$ cat src/rtl/cursor_motion_ctrl_if.sv
// Cursor controller signal bundle: sync/button/trace inputs and cursor outputs.
interface cursor_motion_ctrl_if;
   logic        vs_n;
   logic        up;
   logic        down;
   logic        left;
   logic        right;
   logic        trace_en;
   logic        clear_trace;
   logic [8:0]  cursor_row;
   logic [9:0]  cursor_col;
   logic [3:0]  cell_idx;
   logic [15:0] trace_mask;
   logic        frame_tick;
   logic        moving;

   modport master (
      output vs_n, up, down, left, right, trace_en, clear_trace,
      input  cursor_row, cursor_col, cell_idx, trace_mask, frame_tick, moving
   );

   modport slave (
      input  vs_n, up, down, left, right, trace_en, clear_trace,
      output cursor_row, cursor_col, cell_idx, trace_mask, frame_tick, moving
   );
endinterface

$ cat src/rtl/cursor_motion_ctrl.sv
// Frame-paced cursor mover with auto-repeat, 4x4 cell lookup and visited-cell trace.
//
// state    | meaning
// ---------+------------------------------------------------------------
// S_IDLE   | no direction held; first effective press steps immediately
// S_DELAY  | first step taken, counting frames to the first repeat
// S_REPEAT | auto-repeating, one step every REPEAT_RATE frames
module cursor_motion_ctrl #(
   parameter int STEP         = 4,
   parameter int REPEAT_DELAY = 15,
   parameter int REPEAT_RATE  = 2
) (
   input logic                  iVGA_CLK,
   input logic                  iRST_n,
   cursor_motion_ctrl_if.slave  bus
);
   localparam int CNT_MAX = (REPEAT_DELAY > REPEAT_RATE) ? REPEAT_DELAY : REPEAT_RATE;
   localparam int CNT_W   = (CNT_MAX < 2) ? 1 : $clog2(CNT_MAX + 1);

   localparam logic [CNT_W-1:0] DELAY_LD = CNT_W'(REPEAT_DELAY);
   localparam logic [CNT_W-1:0] RATE_LD  = CNT_W'(REPEAT_RATE);
   localparam logic [CNT_W-1:0] CNT_ONE  = CNT_W'(1);
   localparam logic [10:0]      STEP_W   = 11'(STEP);
   localparam logic [10:0]      ROW_MIN  = 11'd40;
   localparam logic [10:0]      ROW_MAX  = 11'd439;
   localparam logic [10:0]      COL_MIN  = 11'd120;
   localparam logic [10:0]      COL_MAX  = 11'd519;

   typedef enum logic [1:0] {S_IDLE, S_DELAY, S_REPEAT} state_t;

   state_t           state, state_nx;
   logic [CNT_W-1:0] cnt, cnt_nx;
   logic             step;

   logic [3:0]  btn_meta, btn_sync;   // {up, down, left, right}
   logic        vs_meta, vs_sync, vs_sync_d;
   logic        frame_tick;
   logic        eff_up, eff_down, eff_left, eff_right, any_dir;

   logic [8:0]  cursor_row;
   logic [9:0]  cursor_col;
   logic [10:0] row_ext, col_ext, row_nx, col_nx;
   logic [1:0]  row_q, col_q;
   logic [3:0]  cell_idx;
   logic [15:0] trace_mask;

   // Two-flop synchronizers; vs_n idles high so its chain resets to 1.
   always_ff @(posedge iVGA_CLK or negedge iRST_n) begin
      if (!iRST_n) begin
         btn_meta  <= '0;
         btn_sync  <= '0;
         vs_meta   <= 1'b1;
         vs_sync   <= 1'b1;
         vs_sync_d <= 1'b1;
      end else begin
         btn_meta  <= {bus.up, bus.down, bus.left, bus.right};
         btn_sync  <= btn_meta;
         vs_meta   <= bus.vs_n;
         vs_sync   <= vs_meta;
         vs_sync_d <= vs_sync;
      end
   end

   assign frame_tick = vs_sync_d & ~vs_sync;

   // Opposing buttons cancel on their axis.
   assign eff_up    = btn_sync[3] & ~btn_sync[2];
   assign eff_down  = btn_sync[2] & ~btn_sync[3];
   assign eff_left  = btn_sync[1] & ~btn_sync[0];
   assign eff_right = btn_sync[0] & ~btn_sync[1];
   assign any_dir   = eff_up | eff_down | eff_left | eff_right;

   // FSM state and frame counter registers.
   always_ff @(posedge iVGA_CLK or negedge iRST_n) begin
      if (!iRST_n) begin
         state <= S_IDLE;
         cnt   <= '0;
      end else begin
         state <= state_nx;
         cnt   <= cnt_nx;
      end
   end

   // Next-state, counter reload and step decision; only acts on frame ticks.
   always_comb begin
      state_nx = state;
      cnt_nx   = cnt;
      step     = 1'b0;
      case (state)
         S_IDLE: begin
            if (frame_tick && any_dir) begin
               step     = 1'b1;
               cnt_nx   = DELAY_LD;
               state_nx = S_DELAY;
            end
         end
         S_DELAY, S_REPEAT: begin
            if (frame_tick) begin
               if (!any_dir) begin
                  state_nx = S_IDLE;
                  cnt_nx   = '0;
               end else if (cnt == CNT_ONE) begin
                  step     = 1'b1;
                  cnt_nx   = RATE_LD;
                  state_nx = S_REPEAT;
               end else begin
                  cnt_nx = cnt - CNT_ONE;
               end
            end
         end
         default: begin
            state_nx = S_IDLE;
            cnt_nx   = '0;
         end
      endcase
   end

   // Saturating step arithmetic; bounds are checked before subtracting so nothing wraps.
   always_comb begin
      row_ext = {2'b00, cursor_row};
      col_ext = {1'b0, cursor_col};
      row_nx  = row_ext;
      col_nx  = col_ext;
      if (eff_up)
         row_nx = (row_ext < ROW_MIN + STEP_W) ? ROW_MIN : row_ext - STEP_W;
      else if (eff_down)
         row_nx = (row_ext + STEP_W > ROW_MAX) ? ROW_MAX : row_ext + STEP_W;
      if (eff_left)
         col_nx = (col_ext < COL_MIN + STEP_W) ? COL_MIN : col_ext - STEP_W;
      else if (eff_right)
         col_nx = (col_ext + STEP_W > COL_MAX) ? COL_MAX : col_ext + STEP_W;
   end

   // Cursor position register, updated only on a step.
   always_ff @(posedge iVGA_CLK or negedge iRST_n) begin
      if (!iRST_n) begin
         cursor_row <= 9'd240;
         cursor_col <= 10'd320;
      end else if (step) begin
         cursor_row <= 9'(row_nx);
         cursor_col <= 10'(col_nx);
      end
   end

   // 100-pixel cell bands; compares replace the divide since the range is bounded.
   assign row_q = (cursor_row >= 9'd340) ? 2'd3 :
                  (cursor_row >= 9'd240) ? 2'd2 :
                  (cursor_row >= 9'd140) ? 2'd1 : 2'd0;
   assign col_q = (cursor_col >= 10'd420) ? 2'd3 :
                  (cursor_col >= 10'd320) ? 2'd2 :
                  (cursor_col >= 10'd220) ? 2'd1 : 2'd0;

   // Cell index and visited-cell mask; clear wins over a same-cycle set.
   always_ff @(posedge iVGA_CLK or negedge iRST_n) begin
      if (!iRST_n) begin
         cell_idx   <= 4'd10;
         trace_mask <= '0;
      end else begin
         cell_idx <= {row_q, col_q};
         if (bus.clear_trace)
            trace_mask <= '0;
         else if (bus.trace_en)
            trace_mask <= trace_mask | (16'h0001 << cell_idx);
      end
   end

   assign bus.cursor_row = cursor_row;
   assign bus.cursor_col = cursor_col;
   assign bus.cell_idx   = cell_idx;
   assign bus.trace_mask = trace_mask;
   assign bus.frame_tick = frame_tick;
   assign bus.moving     = (state != S_IDLE);
endmodule

$ cat src/flat_wrapper.sv
// flat-port wrapper written by rule: the top's interface ports become plain ports
module cursor_motion_ctrl_flat 
#(
   parameter int STEP         = 4,
   parameter int REPEAT_DELAY = 15,
   parameter int REPEAT_RATE  = 2
)
  (iVGA_CLK, iRST_n, bus_vs_n, bus_up, bus_down, bus_left, bus_right, bus_trace_en, bus_clear_trace, bus_cursor_row, bus_cursor_col, bus_cell_idx, bus_trace_mask, bus_frame_tick, bus_moving);
  cursor_motion_ctrl_if bus_i ();
  input logic iVGA_CLK;
  input logic iRST_n;
  input wire logic [$bits(bus_i.vs_n)-1:0] bus_vs_n;
  input wire logic [$bits(bus_i.up)-1:0] bus_up;
  input wire logic [$bits(bus_i.down)-1:0] bus_down;
  input wire logic [$bits(bus_i.left)-1:0] bus_left;
  input wire logic [$bits(bus_i.right)-1:0] bus_right;
  input wire logic [$bits(bus_i.trace_en)-1:0] bus_trace_en;
  input wire logic [$bits(bus_i.clear_trace)-1:0] bus_clear_trace;
  output wire logic [$bits(bus_i.cursor_row)-1:0] bus_cursor_row;
  output wire logic [$bits(bus_i.cursor_col)-1:0] bus_cursor_col;
  output wire logic [$bits(bus_i.cell_idx)-1:0] bus_cell_idx;
  output wire logic [$bits(bus_i.trace_mask)-1:0] bus_trace_mask;
  output wire logic [$bits(bus_i.frame_tick)-1:0] bus_frame_tick;
  output wire logic [$bits(bus_i.moving)-1:0] bus_moving;
  assign bus_i.vs_n = bus_vs_n;
  assign bus_i.up = bus_up;
  assign bus_i.down = bus_down;
  assign bus_i.left = bus_left;
  assign bus_i.right = bus_right;
  assign bus_i.trace_en = bus_trace_en;
  assign bus_i.clear_trace = bus_clear_trace;
  assign bus_cursor_row = bus_i.cursor_row;
  assign bus_cursor_col = bus_i.cursor_col;
  assign bus_cell_idx = bus_i.cell_idx;
  assign bus_trace_mask = bus_i.trace_mask;
  assign bus_frame_tick = bus_i.frame_tick;
  assign bus_moving = bus_i.moving;
  cursor_motion_ctrl #(.STEP(STEP), .REPEAT_DELAY(REPEAT_DELAY), .REPEAT_RATE(REPEAT_RATE)) u_core (.iVGA_CLK(iVGA_CLK), .iRST_n(iRST_n), .bus(bus_i));
endmodule
$ cat config.mk
export PLATFORM = sky130hd
export DESIGN_NAME = cursor_motion_ctrl_flat
export DESIGN_NICKNAME = d
export VERILOG_FILES = /design/src/rtl/cursor_motion_ctrl_if.sv /design/src/rtl/cursor_motion_ctrl.sv /design/src/flat_wrapper.sv
export SDC_FILE = /design/constraint.sdc
export NUM_CORES = 1
export LEC_CHECK = 0
export ABC_CLOCK_PERIOD_IN_PS = 3640
export CAP_MARGIN = 0
export CORE_MARGIN = 2
export CORE_UTILIZATION = 40
export CTS_CLUSTER_DIAMETER = 120
export DETAILED_ROUTE_END_ITERATION = 16
export SYNTH_ARGS = -nofsm -noshare
export SYNTH_HDL_FRONTEND = slang
export SYNTH_SLANG_ARGS = --single-unit
$ cat constraint.sdc
create_clock -name iVGA_CLK -period 3.64 [get_ports iVGA_CLK]
set_clock_uncertainty 0.05 [all_clocks]
set_input_delay 1.092 -clock iVGA_CLK [delete_from_list [all_inputs] [get_ports iVGA_CLK]]
set_output_delay 1.092 -clock iVGA_CLK [all_outputs]
set_load 0.005 [all_outputs]
==> results.yml, run 1 <==
cts:
  htreeDepth: 2
  cts_buffers: 5
  clockBufferDepth: 2
  cts_root_buf: "clkbuf_8"
  cts_tree: "done"
  post_cts_buffers: 0
  cts_sinks: 54
  clock_latency_ns: 0.30
  cts_resized: 0
  hold_buffers: 0
  clk_pin_slew_worst_paths_ns: 0.10
power:
  irDropWorstVdd_v: 0.000227
  power_w: 0.00225
  pwr_density_cell_mw_per_mm2: 571
  p_leak_nw: 1.63
drt:
  drc_errors: 0
  viasPerCell: 5.81
  num_vias: 3005
  routedWlPerCell_um: 15.6
  drtPass1Iterations: 4
  drtAntennaViolNets: 0
  routed_wl_um: 8050
  drtIter0Drc: 151
finish:
  fill_cells: 818
  final_cell_count_no_fill: 517
  nNetsFinal: 435
  diodes: 0
  area_growth_pct: 17.5
  layout-drive-gt1-share_pct: 8.50
  utilization_pct: 48.3
setup_path:
  cp.required_ns: 2.50
  worstReg2RegStart: "u_core.btn_sync[0]"
  startpoint: "u_core.state[0]"
  arrival_ns: 1.72
  crit_fanout: 10
  end_kind: "output pin"
  crit_type: "flop to output pin"
  critPathLaunchType: "flop"
sta:
  fmax_ghz: 0.349
  rsz0062_at_grt: "false"
  relSlewSlack_pct: 59.2
  finalHoldViolations: 0
  worst_pin_slew_ns: 0.611
  hold_ws_ns: 0.308
  finalMaxSlewViolations: 0
  period_minus_slack_ns: 2.86
  setup_viol: 0
  period_share_pct: 78.6
  setup_tns_ns: 0
logic_synthesis:
  synth_edf_count: 0
  ys_ff_latch: 54
  avgSynthCellArea_um2: 8.86
  ys_async_sr_fraction_pct: 100
  yosysUniqueCellTypes: 69
  synth_ff_type: "dfrtp_1"
  synthesis.nets: 403
  netlist_instances: 379
  synth_area_mm2: 0.00336
  yosysWarnings: 0
  synth-seq-area-share_pct: 40.6
placement:
  portBuffers: 49
  dp_hpwl_um: 5690
  placedCellCount: 509
  gp_congestion: 0.895
global_route:
  antenna_found_initial: 0
  grt_max_degree: 26
  grt_pass1_vias: 2729
  overflow: 0
  grt.total_usage_pct: 17.9
  grt_pass1_wl_um: 13200
floorplan:
  fp.dieArea_mm2: 0.00915
  die_height_um: 95.6
  initial_utilization_pct: 41.1
  die_w_um: 95.6
  ios: 50
  rows: 33
  core_area_mm2: 0.00818
run_status:
  status: "finished, final reports clean"
job:
  drv_cap: 0
hold_path:
  hp-start: "u_core.btn_meta[0]"
  hold_class: "flop to flop"
layout by cell type (no fill, tap or decap), types with 3 or more instances in the layout:
cell,instances
a211o_1,3
a21o_1,5
a21oi_1,34
a31oi_1,12
and3_1,5
buf_4,3
clkbuf_8,5
clkdlybuf4s50_1,48
dfrtp_1,43
dfstp_2,11
ha_1,15
inv_1,21
nand2_1,29
nand2b_1,3
nand3_1,14
nand3b_1,4
nand4_1,6
nor2_1,32
nor2b_1,4
nor3_1,7
nor3b_1,3
nor4_1,6
o211ai_1,3
o21ai_0,28
o22ai_1,6
o31a_1,6
or3_1,3
final cells by class:
cell class / instances / area, um2 / area share (%)
Clock buffer: 5 / 68.8 / 1.74
Multi-Input combinational cell: 277 / 1770 / 44.7
Tap cell: 105 / 131 / 3.33
Timing Repair Buffer: 52 / 508 / 12.9
Sequential cell: 54 / 1370 / 34.6
Inverter: 21 / 78.8 / 2.00
Clock inverter: 3 / 28.8 / 0.729
cells by family (layout without fill, tap and decap cells):
| family | count (synthesis) | after routing | share of synthesized area (%) |
|---|---|---|---|
| buffers and inverters | 48 | 81 | 6.82 |
| muxes | 1 | 1 | 0.298 |
| DFF | 54 | 54 | 40.6 |
| adders and majority gates | 15 | 15 | 5.59 |
| and+or+nand+nor | 129 | 129 | 20.1 |
| AOI/OAI and AO/OA | 130 | 130 | 26.0 |
| xor gates and xnor gates | 2 | 2 | 0.522 |
report_power, final:
group	internal, W	switching, W	leakage (nW)
Clock	0.000143	0.000217	0.0502
Combinational	0.000440	0.000540	0.911
Sequential	0.000705	0.000207	0.670
Total	0.00129	0.000963	1.63
final timing paths:
kind	to	slack, ns	depth (start not counted)
max in group asynchronous	u_core.vs_sync_d	2.08	2
hold reg to reg	u_core.btn_sync[0]	0.31	0
setup reg to reg	u_core.bus.cursor_col[3]	1.42	7
hold / removal	u_core.btn_sync[0]	0.31	0
min in group asynchronous	u_core.bus.cursor_row[2]	0.73	1
setup / recovery	bus_moving	0.78	4
cell usage after synthesis, types with 2 or more instances:
| cell type | count | area [um2] |
|---|---|---|
| a211o_1 | 3 | 26.3 |
| a21o_1 | 5 | 37.5 |
| a21oi_1 | 34 | 170 |
| a221oi_1 | 2 | 17.5 |
| a2bb2oi_1 | 2 | 17.5 |
| a31oi_1 | 12 | 75.1 |
| a32oi_1 | 2 | 17.5 |
| a41oi_1 | 2 | 17.5 |
| and2_1 | 2 | 12.5 |
| and3_1 | 5 | 31.3 |
| buf_2 | 10 | 50.1 |
| buf_4 | 5 | 37.5 |
| clkbuf_1 | 10 | 37.5 |
| dfrtp_1 | 43 | 1080 |
| dfstp_2 | 11 | 289 |
| ha_1 | 15 | 188 |
| inv_1 | 21 | 78.8 |
| nand2_1 | 29 | 109 |
| nand2b_1 | 3 | 18.8 |
| nand3_1 | 14 | 70.1 |
| nand3b_1 | 4 | 30.0 |
| nand4_1 | 6 | 37.5 |
| nor2_1 | 32 | 120 |
| nor2b_1 | 4 | 25.0 |
| nor3_1 | 7 | 35.0 |
| nor3b_1 | 3 | 22.5 |
| nor4_1 | 6 | 37.5 |
| o211a_1 | 2 | 20.0 |
| o211ai_1 | 3 | 22.5 |
| o21ai_0 | 28 | 140 |
| o21ai_1 | 2 | 10.0 |
| o22a_1 | 2 | 17.5 |
| o22ai_1 | 6 | 37.5 |
| o31a_1 | 6 | 52.6 |
| o31ai_1 | 2 | 15.0 |
| or3_1 | 3 | 18.8 |
registers in the layout, indices dropped and copies added (netlist names):
name                   count
u_core.bus.trace_mask     16
u_core.vs_meta             1
u_core.state               2
u_core.btn_sync            4
u_core.cnt                 4
u_core.btn_meta            4
u_core.vs_sync             1
u_core.vs_sync_d           1
u_core.bus.cursor_row      8
u_core.bus.cursor_col      9
u_core.bus.cell_idx        4
metrics by stage:
step | cell area, um2 | setup WS [ns]
after global placement | 3850 | 1.15
final | 3950 | 0.778
after floorplan | 3360 | 1.71
after CTS | 3950 | 0.754
after detailed placement | 3850 | 1.11
after global routing | 3950 | 0.634
critical path, stage by stage, from the launching register on:
cell	delay [ns]
dfrtp_1	0.41
inv_1	0.06
ha_1	0.39
inv_1	0.11
clkdlybuf4s50_1	0.46
per-layer routing:
layer | vias to the layer above | GRT usage [%] | share of wire [%]
li1 | 1455 | - | -
met1 | 1450 | 25.4 | 47
met2 | 92 | 28.9 | 47
met3 | 8 | 2.77 | 4.6
met4 | 0 | 3.93 | 0.99
met5 | - | 0 | 0
(Power assumes the default switching activity.)
==> inputs of run 2 (changes only) <==
ABC_CLOCK_PERIOD_IN_PS = 3000   (was 3640)
clock period = 3 ns   (was 3.64 ns; I/O delays follow)
==> results.yml, run 2 (same netlist as run 1, synthesis figures left out) <==
run_status:
  status: "finished, final reports clean"
placement:
  portBuffers: 49
  gp_congestion: 0.847
  placed_area_mm2: 0.00385
  dp_hpwl_um: 5630
power:
  p_leak_nw: 1.63
  p_seq_share_pct: 40.5
  power.share.combinational_pct: 43.1
  pwr_density_cell_mw_per_mm2: 696
  clockPowerShare_pct: 16.3
  intPower_w: 0.00157
  irDropWorstVdd_v: 0.000306
  swShare_pct: 43.0
  netSwitchingPower_w: 0.00118
drt:
  routed_wl_um: 8000
  drtAntennaViolNets: 0
  viasPerCell: 5.84
  num_vias: 3016
  drtPass1Iterations: 4
  routedWlPerCell_um: 15.5
  drc_errors: 0
  drtIter0Drc: 122
global_route:
  grt_max_degree: 30
  grt_pass1_vias: 2709
  overflow: 0
  grt.total_usage_pct: 18.4
  antenna_found_initial: 0
  grt_pass1_wl_um: 13300
finish:
  layout-drive-gt1-share_pct: 8.27
  final_cell_mix: "clkdlybuf4s50_1 (48), dfrtp_1 (43), a21oi_1 (34)"
  nNetsFinal: 434
  largest_reg_flops: 16
  top_register: "u_core.bus.trace_mask"
  design_area_mm2: 0.00395
  area_growth_pct: 17.6
  final_common_cell: "clkdlybuf4s50_1"
  fill_cells: 781
  reg.largest.list: "u_core.bus.trace_mask: 16 flops, u_core.bus.cursor_col: 9 flops, u_core.bus.cursor_row: 8 flops"
  diodes: 0
setup_path:
  worst-path-stages: 4
  crit_family: "buffers and inverters"
  arrival_ns: 1.74
  crit_buf_inv: 3
  r2r_slack_ns: 0.73
  critPathLaunchType: "flop"
  slowest_delay_ns: 0.46
  crit_type: "flop to output pin"
  slowest_stage: "clkdlybuf4s50_1"
  end_kind: "output pin"
  crit_top_cell: "inv_1"
  reg2reg_depth: 6
  cp.required_ns: 2.05
  crit_fanout: 10
  path_cells: "inv_1 > ha_1 > inv_1 > clkdlybuf4s50_1"
hold_path:
  hold_class: "flop to flop"
  min_delay_path_depth: 0
floorplan:
  initial_utilization_pct: 41.1
  die_w_um: 95.6
  rows: 33
  ios: 50
  core_area_mm2: 0.00818
  die_height_um: 95.6
  fp.dieArea_mm2: 0.00915
cts:
  cts_sinks: 54
  clock_latency_ns: 0.31
  clk_pin_slew_worst_paths_ns: 0.10
  post_cts_buffers: 0
  htreeDepth: 2
  cts_root_buf: "clkbuf_8"
  clockBufferDepth: 2
  cts_tree: "done"
  cts_buffers: 5
  cts_resized: 0
  hold_buffers: 0
sta:
  period_share_pct: 89.5
  worst_pin_slew_ns: 0.687
  fmax_ghz: 0.372
  relSlewSlack_pct: 54.2
  finalHoldViolations: 0
  finalMaxSlewViolations: 0
  setup_tns_ns: 0
  period_minus_slack_ns: 2.69
  rsz0062_at_grt: "false"
  setup_viol: 0
job:
  drv_cap: 0
## run 2: power groups by stage
stage	Sequential, W	Clock (W)	Combinational, W
2_1_floorplan	0.000960	0	0.000996
6_report	0.00112	0.000449	0.00119
5_1_grt	0.00114	0.000507	0.00133
3_3_place_gp	0.00111	0	0.00116
3_5_place_dp	0.00112	0	0.00118
4_1_cts	0.00110	0.000470	0.00118
## run 2: worst reg2reg max path: cells and delay by family (launching register included)
family          cells  cell delay (ns)
fa+ha+maj           1             0.35
flops               1             0.66
simple gates        1             0.27
compound gates      4             0.84
## run 2: through the flow
step / hold WS (ns) / cells / utilization, % / power (W) / worst slack (ns)
2_1_floorplan: 0.281 / 379 / - / 0.00196 / 1.09
3_3_place_gp: 0.283 / 508 / 47.1 / 0.00227 / 0.685
3_5_place_dp: 0.289 / 508 / 47.1 / 0.00230 / 0.655
4_1_cts: 0.315 / 516 / 48.3 / 0.00276 / 0.298
5_1_grt: 0.319 / 516 / 48.3 / 0.00298 / 0.194
6_report: 0.310 / 516 / 48.3 / 0.00275 / 0.314
## run 2: path summary, 6_finish.rpt
path | start | endpoint
worst max-delay path | u_core.state[1] | bus_moving
worst min-delay path | u_core.btn_meta[0] | u_core.btn_sync[0]
worst max register to register | u_core.bus.cursor_col[2] | u_core.bus.cursor_col[4]
worst min register to register | u_core.btn_meta[0] | u_core.btn_sync[0]
max in group asynchronous | iRST_n | u_core.vs_meta
min in group asynchronous | iRST_n | u_core.bus.trace_mask[5]
## run 2: per-layer routing
metal / vias up / global-route usage [%] / wire [um]
li1: 1451 / - / -
met1: 1456 / 25.8 / 3700
met2: 96 / 29.4 / 3740
met3: 13 / 3.24 / 444
met4: 0 / 4.88 / 117
met5: - / 0 / 0
## run 2: layout make-up
| class | count | area (um2) | share of cell area, % |
|---|---|---|---|
| flip-flops and latches | 54 | 1370 | 34.5 |
| clock buffers | 5 | 68.8 | 1.74 |
| multi-input cells | 277 | 1770 | 44.7 |
| inverters | 21 | 78.8 | 1.99 |
| repair buffers | 51 | 513 | 13.0 |
| clock inverters | 3 | 28.8 | 0.728 |
| well taps | 105 | 131 | 3.32 |
==> inputs of run 3 (changes only) <==
CORE_UTILIZATION = 35   (was 40)
PLACE_DENSITY = 0.64   (was unset)
==> results.yml, run 3 (same netlist as run 1, synthesis figures left out) <==
run_status:
  status: "finished, final reports clean"
sta:
  fmax_ghz: 0.375
  worst_pin_slew_ns: 0.632
  setup_tns_ns: 0
  period_share_pct: 88.8
  rsz0062_at_grt: "false"
  finalMaxSlewViolations: 0
  setup_viol: 0
  setup_slack_ns: 0.336
  relSlewSlack_pct: 57.8
  period_minus_slack_ns: 2.66
  finalHoldViolations: 0
finish:
  largest_reg_flops: 16
  final_cell_mix: "clkdlybuf4s50_1 (48), dfrtp_1 (43), a21oi_1 (34)"
  nNetsFinal: 436
  area_growth_pct: 18.4
  diodes: 0
  multi_input_area_mm2: 0.00177
  layout-drive-gt1-share_pct: 8.72
  fill_cells: 927
  seq_area_mm2: 0.00137
  reg.largest.list: "u_core.bus.trace_mask: 16 flops, u_core.bus.cursor_col: 9 flops, u_core.bus.cursor_row: 8 flops"
  final_cell_count_no_fill: 542
  top_register: "u_core.bus.trace_mask"
  final_common_cell: "clkdlybuf4s50_1"
  utilization_pct: 42.9
cts:
  hold_buffers: 0
  cts_resized: 0
  cts_tree: "done"
  cts_sinks: 54
  clock_latency_ns: 0.31
  clockBufferDepth: 2
  post_cts_buffers: 0
  cts_root_buf: "clkbuf_8"
  htreeDepth: 2
  clk_pin_slew_worst_paths_ns: 0.09
  cts_buffers: 5
setup_path:
  end_kind: "output pin"
  crit_type: "flop to output pin"
  reg2reg_depth: 6
  worstReg2RegStart: "u_core.bus.cursor_col[2]"
  critPathLaunchType: "flop"
  r2r_slack_ns: 0.69
  worstReg2RegEnd: "u_core.bus.cursor_col[3]"
  cp.required_ns: 2.05
  arrival_ns: 1.71
  crit_fanout: 10
floorplan:
  fp.dieArea_mm2: 0.0104
  die_height_um: 102
  die_w_um: 102
  ios: 50
  core_area_mm2: 0.00928
  rows: 35
  initial_utilization_pct: 36.2
global_route:
  grt_pass1_vias: 2793
  overflow: 0
  grt_max_degree: 23
  grt.total_usage_pct: 16.2
  antenna_found_initial: 0
  met2_usage_pct: 25.8
  grt_pass1_wl_um: 13800
  grt_util_met1_pct: 23.0
  grt.met3_usage_pct: 3.56
  busiest_layer: "met2"
power:
  power_w: 0.00274
  pwr_density_cell_mw_per_mm2: 689
  irDropWorstVdd_v: 0.000295
  p_leak_nw: 1.63
hold_path:
  min_delay_path_depth: 0
  min_to: "u_core.btn_sync[1]"
  hold_class: "flop to flop"
  hp-start: "u_core.btn_meta[1]"
drt:
  drtPass1Iterations: 5
  routed_wl_um: 8160
  num_vias: 2998
  drtIter0Drc: 191
  viasPerCell: 5.53
  drtAntennaViolNets: 0
  drc_errors: 0
  routedWlPerCell_um: 15.1
placement:
  gp_congestion: 0.902
  placedCellCount: 534
  dp_hpwl_um: 5790
  place_ws_ns: 0.672
  portBuffers: 49
job:
  drv_cap: 0
## run 3: area by class of cell
class,instances,share of cell area (%)
Timing Repair Buffer,53,13.0
Clock inverter,3,0.597
Inverter,21,1.98
Clock buffer,5,1.73
Sequential cell,54,34.3
Multi-Input combinational cell,277,44.4
Tap cell,129,4.06
## run 3: through the flow
stage	area [um2]	hold slack (ns)
CTS	3980	0.308
global placement	3890	0.285
floorplan	3360	0.281
detailed placement	3890	0.285
finish	3980	0.304
global route	3980	0.313
## run 3: worst max-delay path, cell delays in order, from the launching register on
cell and delay [ns]:
dfrtp_1 0.41, inv_1 0.06, ha_1 0.38, inv_1 0.11, clkdlybuf4s50_1 0.46
## run 3: power by group
group          switching, W  leakage [nW]  internal, W  total, W
clock network      0.000263        0.0408     0.000168  0.000430
logic              0.000671         0.916     0.000538   0.00121
registers          0.000248         0.670     0.000856   0.00110
## run 3: worst max path at each step
| stage | from | to | slack [ns] | depth (start not counted) |
|---|---|---|---|---|
| floorplan | u_core.bus.cursor_row[2] | u_core.bus.cursor_row[2] | 1.09 | 7 |
| global placement | u_core.state[0] | bus_moving | 0.69 | 4 |
| CTS | u_core.state[1] | bus_moving | 0.32 | 4 |
| detailed placement | u_core.state[1] | bus_moving | 0.67 | 4 |
| global route | u_core.state[0] | bus_moving | 0.20 | 4 |
| finish | u_core.state[1] | bus_moving | 0.34 | 4 |
## run 3: layer usage
metal  wire length [um]  vias up
met4                 73        0
met5                  0        -
met2               3740      147
li1                   -     1449
met1               3780     1396
met3                565        6
==> patch 1: new RTL, flow settings as in run 3 <==
`REPEAT_RATE` is set to 2 in 2 places; all go to 1.
--- a/src/rtl/cursor_motion_ctrl.sv
+++ b/src/rtl/cursor_motion_ctrl.sv
@@ -8,7 +8,7 @@
 module cursor_motion_ctrl #(
    parameter int STEP         = 4,
    parameter int REPEAT_DELAY = 15,
-   parameter int REPEAT_RATE  = 2
+   parameter int REPEAT_RATE  = 1
 ) (
    input logic                  iVGA_CLK,
    input logic                  iRST_n,
--- a/src/flat_wrapper.sv
+++ b/src/flat_wrapper.sv
@@ -3,7 +3,7 @@
 #(
    parameter int STEP         = 4,
    parameter int REPEAT_DELAY = 15,
-   parameter int REPEAT_RATE  = 2
+   parameter int REPEAT_RATE  = 1
 )
   (iVGA_CLK, iRST_n, bus_vs_n, bus_up, bus_down, bus_left, bus_right, bus_trace_en, bus_clear_trace, bus_cursor_row, bus_cursor_col, bus_cell_idx, bus_trace_mask, bus_frame_tick, bus_moving);
   cursor_motion_ctrl_if bus_i ();
Behaviour: no difference found for any inputs over 10 cycles, from zero or initial values and one cycle with iRST_n low; that may be too few to reach the edited logic, so the function may still have changed.
==> patch 1 against run 3 <==
Synthesized area down 6.9%. Count of clock-buffer cells in the layout up 1. Non-clock buffer count is 2 lower. Sequential cell count unchanged. Wire length fell by 7.2%. Final area shrank 5.2%. Setup slack better by 53 ps. Power up 0.12%. Worst hold slack worse by 6.3 ps.
==> patch 1: results (changes against run 3) <==
metric,value,unit,change
status,finished clean,,
fraction of synthesized area in multiplexers,0.00320,,+0.000222
dpl cell area,3670,um2,-5.4%
Peak VDD IR,0.331,mV,+12%
post-synthesis xor/xnor area fraction,0.00560,,+0.000388
post-synth net total,379,,-6.0%
WL final,7.58,mm,-7.2%
ranking of synthesized cells by area,"dfrtp_1 34%, dfstp_2 9.2%, ha_1 6.0%",,
"Distinct cells, synth",54,,-22%
DRT iter0 DRCs,141,,-26%
post-detail-place hpwl,5.40,mm,-6.8%
via count,2794,,-6.8%
leakage,1.58,nW,-3.2%
post-synthesis compound-gate area fraction,0.246,,-0.0142
Worst-Margin Slew,702,ps,+69.9 ps
worst-path fanout max,7,,-3
placed cells,490,,-8.2%
clock slew at reported path FFs,110,ps,+20 ps
CP arrival,1660,ps,-50 ps
largest net degree at the start of global routing,32,,+39%
post-synthesis sequential area ratio,0.437,,+0.0302
met2 Resource Use GR,0.247,,-0.0106
met1 Resource Use GR,0.219,,-0.0113
GRT Overall Usage,0.155,,-0.00735
adder-cell area share of the yosys netlist,0.0600,,+0.00416
Synth Area per Inst,8.81,um2,-0.64%
Synth top cells by count,"43 x dfrtp_1, 36 x a21oi_1, 31 x o21ai_0",,
met3 WL,454,um,-20%
met2 wire length,3.54,mm,-5.4%
layout cells sized above 1,0.0667,,-0.0205
Met1 Wirelength,3.47,mm,-8.2%
vias in the first global route,2625,,-6.0%
vias per cell,5.61,,+1.4%
first-pass GRT wire length,12.7,mm,-8.1%
## patch 1: critical path, stage by stage (launching register included)
cell and delay, ps:
dfrtp_1 410, inv_1 70, ha_1 300, inv_1 120, clkdlybuf4s50_1 460
## patch 1: report_power, final
| group | leakage [nW] | internal (mW) | switching [mW] | total, mW |
|---|---|---|---|---|
| Clock | 0.0478 | 0.191 | 0.242 | 0.433 |
| Combinational | 0.853 | 0.541 | 0.639 | 1.18 |
| Sequential | 0.675 | 0.869 | 0.265 | 1.13 |
| Total | 1.58 | 1.60 | 1.15 | 2.75 |
## patch 1: final cells by class
class / count / area [um2] / share of cell area
multi-input combinational: 256 / 1580 / 0.419
timing repair buffer: 51 / 513 / 0.136
tap: 108 / 135 / 0.0358
clock inverter: 2 / 16.3 / 0.00431
sequential: 54 / 1370 / 0.362
inverter: 21 / 78.8 / 0.0209
clock buffer: 6 / 82.6 / 0.0219
## patch 1: path summary, 6_finish.rpt
check,start,end,slack [ps],cells after the start
worst min-delay path,u_core.btn_meta[2]$_DFF_PN0_,u_core.btn_sync[2]$_DFF_PN0_,300,0
worst max register to register,u_core.cnt[1]$_DFFE_PN0P_,u_core.bus.cursor_row[7]$_DFFE_PN1P_,680,8
worst max-delay path,u_core.state[0]$_DFFE_PN0P_,bus_moving,390,4
min in group asynchronous,iRST_n,u_core.cnt[1]$_DFFE_PN0P_,530,1
max in group asynchronous,iRST_n,u_core.bus.cursor_col[6]$_DFFE_PN1P_,1740,2
worst min register to register,u_core.btn_meta[2]$_DFF_PN0_,u_core.btn_sync[2]$_DFF_PN0_,300,0
## patch 1: metrics by stage
step / total power, mW / worst slack, ps
5_1_grt: 2.96 / 309
2_1_floorplan: 1.90 / 868
4_1_cts: 2.76 / 382
3_5_place_dp: 2.31 / 710
6_report: 2.75 / 389
3_3_place_gp: 2.29 / 737
==> patch 2: new RTL, settings of run 3 <==
Made on the original files. Encoding of `state_t`: now one-hot (3 bits for 3 states).
--- a/src/rtl/cursor_motion_ctrl.sv
+++ b/src/rtl/cursor_motion_ctrl.sv
@@ -26,7 +26,7 @@
    localparam logic [10:0]      COL_MIN  = 11'd120;
    localparam logic [10:0]      COL_MAX  = 11'd519;
 
-   typedef enum logic [1:0] {S_IDLE, S_DELAY, S_REPEAT} state_t;
+   typedef enum logic [2:0] {S_IDLE = 3'b001, S_DELAY = 3'b010, S_REPEAT = 3'b100} state_t;
 
    state_t           state, state_nx;
    logic [CNT_W-1:0] cnt, cnt_nx;
Check against the original RTL: no difference found for any inputs over 10 cycles, from zero or initial values and one cycle with iRST_n low; not proved beyond that.
==> patch 2 against run 3 <==
Final area decreased by 1.9%. Sequential share of layout area is 1.3 points higher. Setup slack lost 89 ps. Register-to-register slack worse by 310 ps. Cell count is 5.7% lower. Synthesized area shrank 4.5%. Sequential cell count rose by 1. Power is 5.5% lower. Wire length decreased by 6.6%.
==> patch 2: results (changes against run 3) <==
metric,value,unit,change
status,finished clean,,
fillers,844,,-9.0%
wire length per cell,14.9,um,-0.94%
Post CTS Setup Buffer Count,0,,unchanged
vias in the first global route,2647,,-5.2%
Clock Latency Late Sink,320,ps,
GPL Wtd Cong,0.882,,-2.3%
GRT Overall Usage,0.155,,-0.00771
launch point of the worst hold path,u_core.vs_meta$_DFF_PN1_,,
worst-case reg-to-reg path depth,7,,+1
clock group power,586,uW,+36%
hold path endpoint,u_core.vs_sync$_DFF_PN1_,,
initial antenna violation count,0,,unchanged
layout cells sized above 1,0.0868,,-0.000318
Peak VDD IR,0.242,mV,-18%
Pre-Repair DR Iteration Count,6,,+1
Psw,947,uW,-20%
Port-buffer cells,49,,unchanged
Worst R2R End,u_core.bus.cursor_col[6]$_DFFE_PN1P_,,
R2R Setup Slk,380,ps,-310 ps
post_cts resized,0,,unchanged
maximum clock path buffer count,2,,unchanged
Logic power comb,913,uW,-25%
largest net degree at the start of global routing,32,,+39%
worst-path fanout max,7,,-3
Worst-Margin Slew,658,ps,+26.6 ps
top-area cell type share of the netlist area,0.336,,+0.0152
"Distinct cells, synth",63,,-8.7%
first-pass GRT wire length,12.7,mm,-7.6%
post-detail-place hpwl,5.44,mm,-6.1%
CTS Buf Count,5,,unchanged
fin. max-slew vios,0,,unchanged
detailed-route DRC error count,0,,unchanged
CP Launch Point,u_core.state[0]$_DFFE_PN1P_,,
Layout Nets,424,,-2.8%
DRT iter0 DRCs,231,,+21%
Synth async-reset ratio,1.00,,unchanged
Synth Flop Type,dfrtp_1,,
CP endpoint,bus_moving,,
dpl cell area,3770,um2,-3.1%
Hold/Removal Path Class,reg -> reg,,
ranking of synthesized cells by area,"dfrtp_1 34%, dfstp_2 9.8%, a21oi_1 5.9%",,
via count,2880,,-3.9%
leakage,1.63,nW,+0.33%
R2R Path Start,u_core.bus.cursor_col[2]$_DFFE_PN0P_,,
Synth top cells by count,"43 x dfrtp_1, 38 x a21oi_1, 37 x nor2_1",,
post-synth net total,387,,-4.0%
number of diodes,0,,unchanged
CP arrival,1800,ps,+90 ps
post-synthesis sequential area ratio,0.434,,+0.0275
-- patch 2: changes by cell type after synthesis, moves of 3 or more --
cell      before  now
nand4_1        6    1
nand2b_1       3    6
o21ai_0       28   20
clkbuf_1      10   15
a21oi_1       34   38
nand3_1       14    4
nor2_1        32   37
nor3_1         7   12
o31a_1         6    1
a22o_1         0    3
buf_2         10    5
or2_2          1    4
-- patch 2: area by class of cell --
type	count	area [um2]	share of cell area
clock buffer	5	68.8	0.0176
clock inverter	3	67.6	0.0173
inverter	20	75.1	0.0192
multi-input combinational	266	1630	0.417
sequential	55	1390	0.357
tap	108	135	0.0346
timing repair buffer	54	536	0.137
-- patch 2: layer usage --
| layer | GRT usage | share of wire | up-vias |
|---|---|---|---|
| li1 | - | - | 1382 |
| met3 | 0.0281 | 0.053 | 4 |
| met4 | 0.0400 | 0.0042 | 0 |
| met1 | 0.209 | 0.46 | 1393 |
| met5 | 0 | 0 | - |
| met2 | 0.257 | 0.48 | 101 |
-- patch 2: through the flow --
step	cells	hold WS [ps]	setup slack, ps	utilization	power (mW)
floorplan	365	281	699	-	1.65
finish	511	310	247	0.443	2.59
global route	511	315	159	0.443	2.77
global placement	503	283	507	0.428	2.00
detailed placement	503	288	431	0.428	2.01
CTS	511	311	232	0.443	2.60
-- patch 2: worst max-delay path: stages, from the launching register on --
cell and delay [ps]:
dfstp_2 590, nor3b_2 310, inv_1 130, clkdlybuf4s50_1 460
-- patch 2: logic make-up after synthesis --
logic type,share of synthesized area
compound gates,0.228
xor+xnor,0.0109
buf+inv,0.0581
flops,0.434
mux,0.00975
simple gates,0.208
fa+ha+maj,0.0507
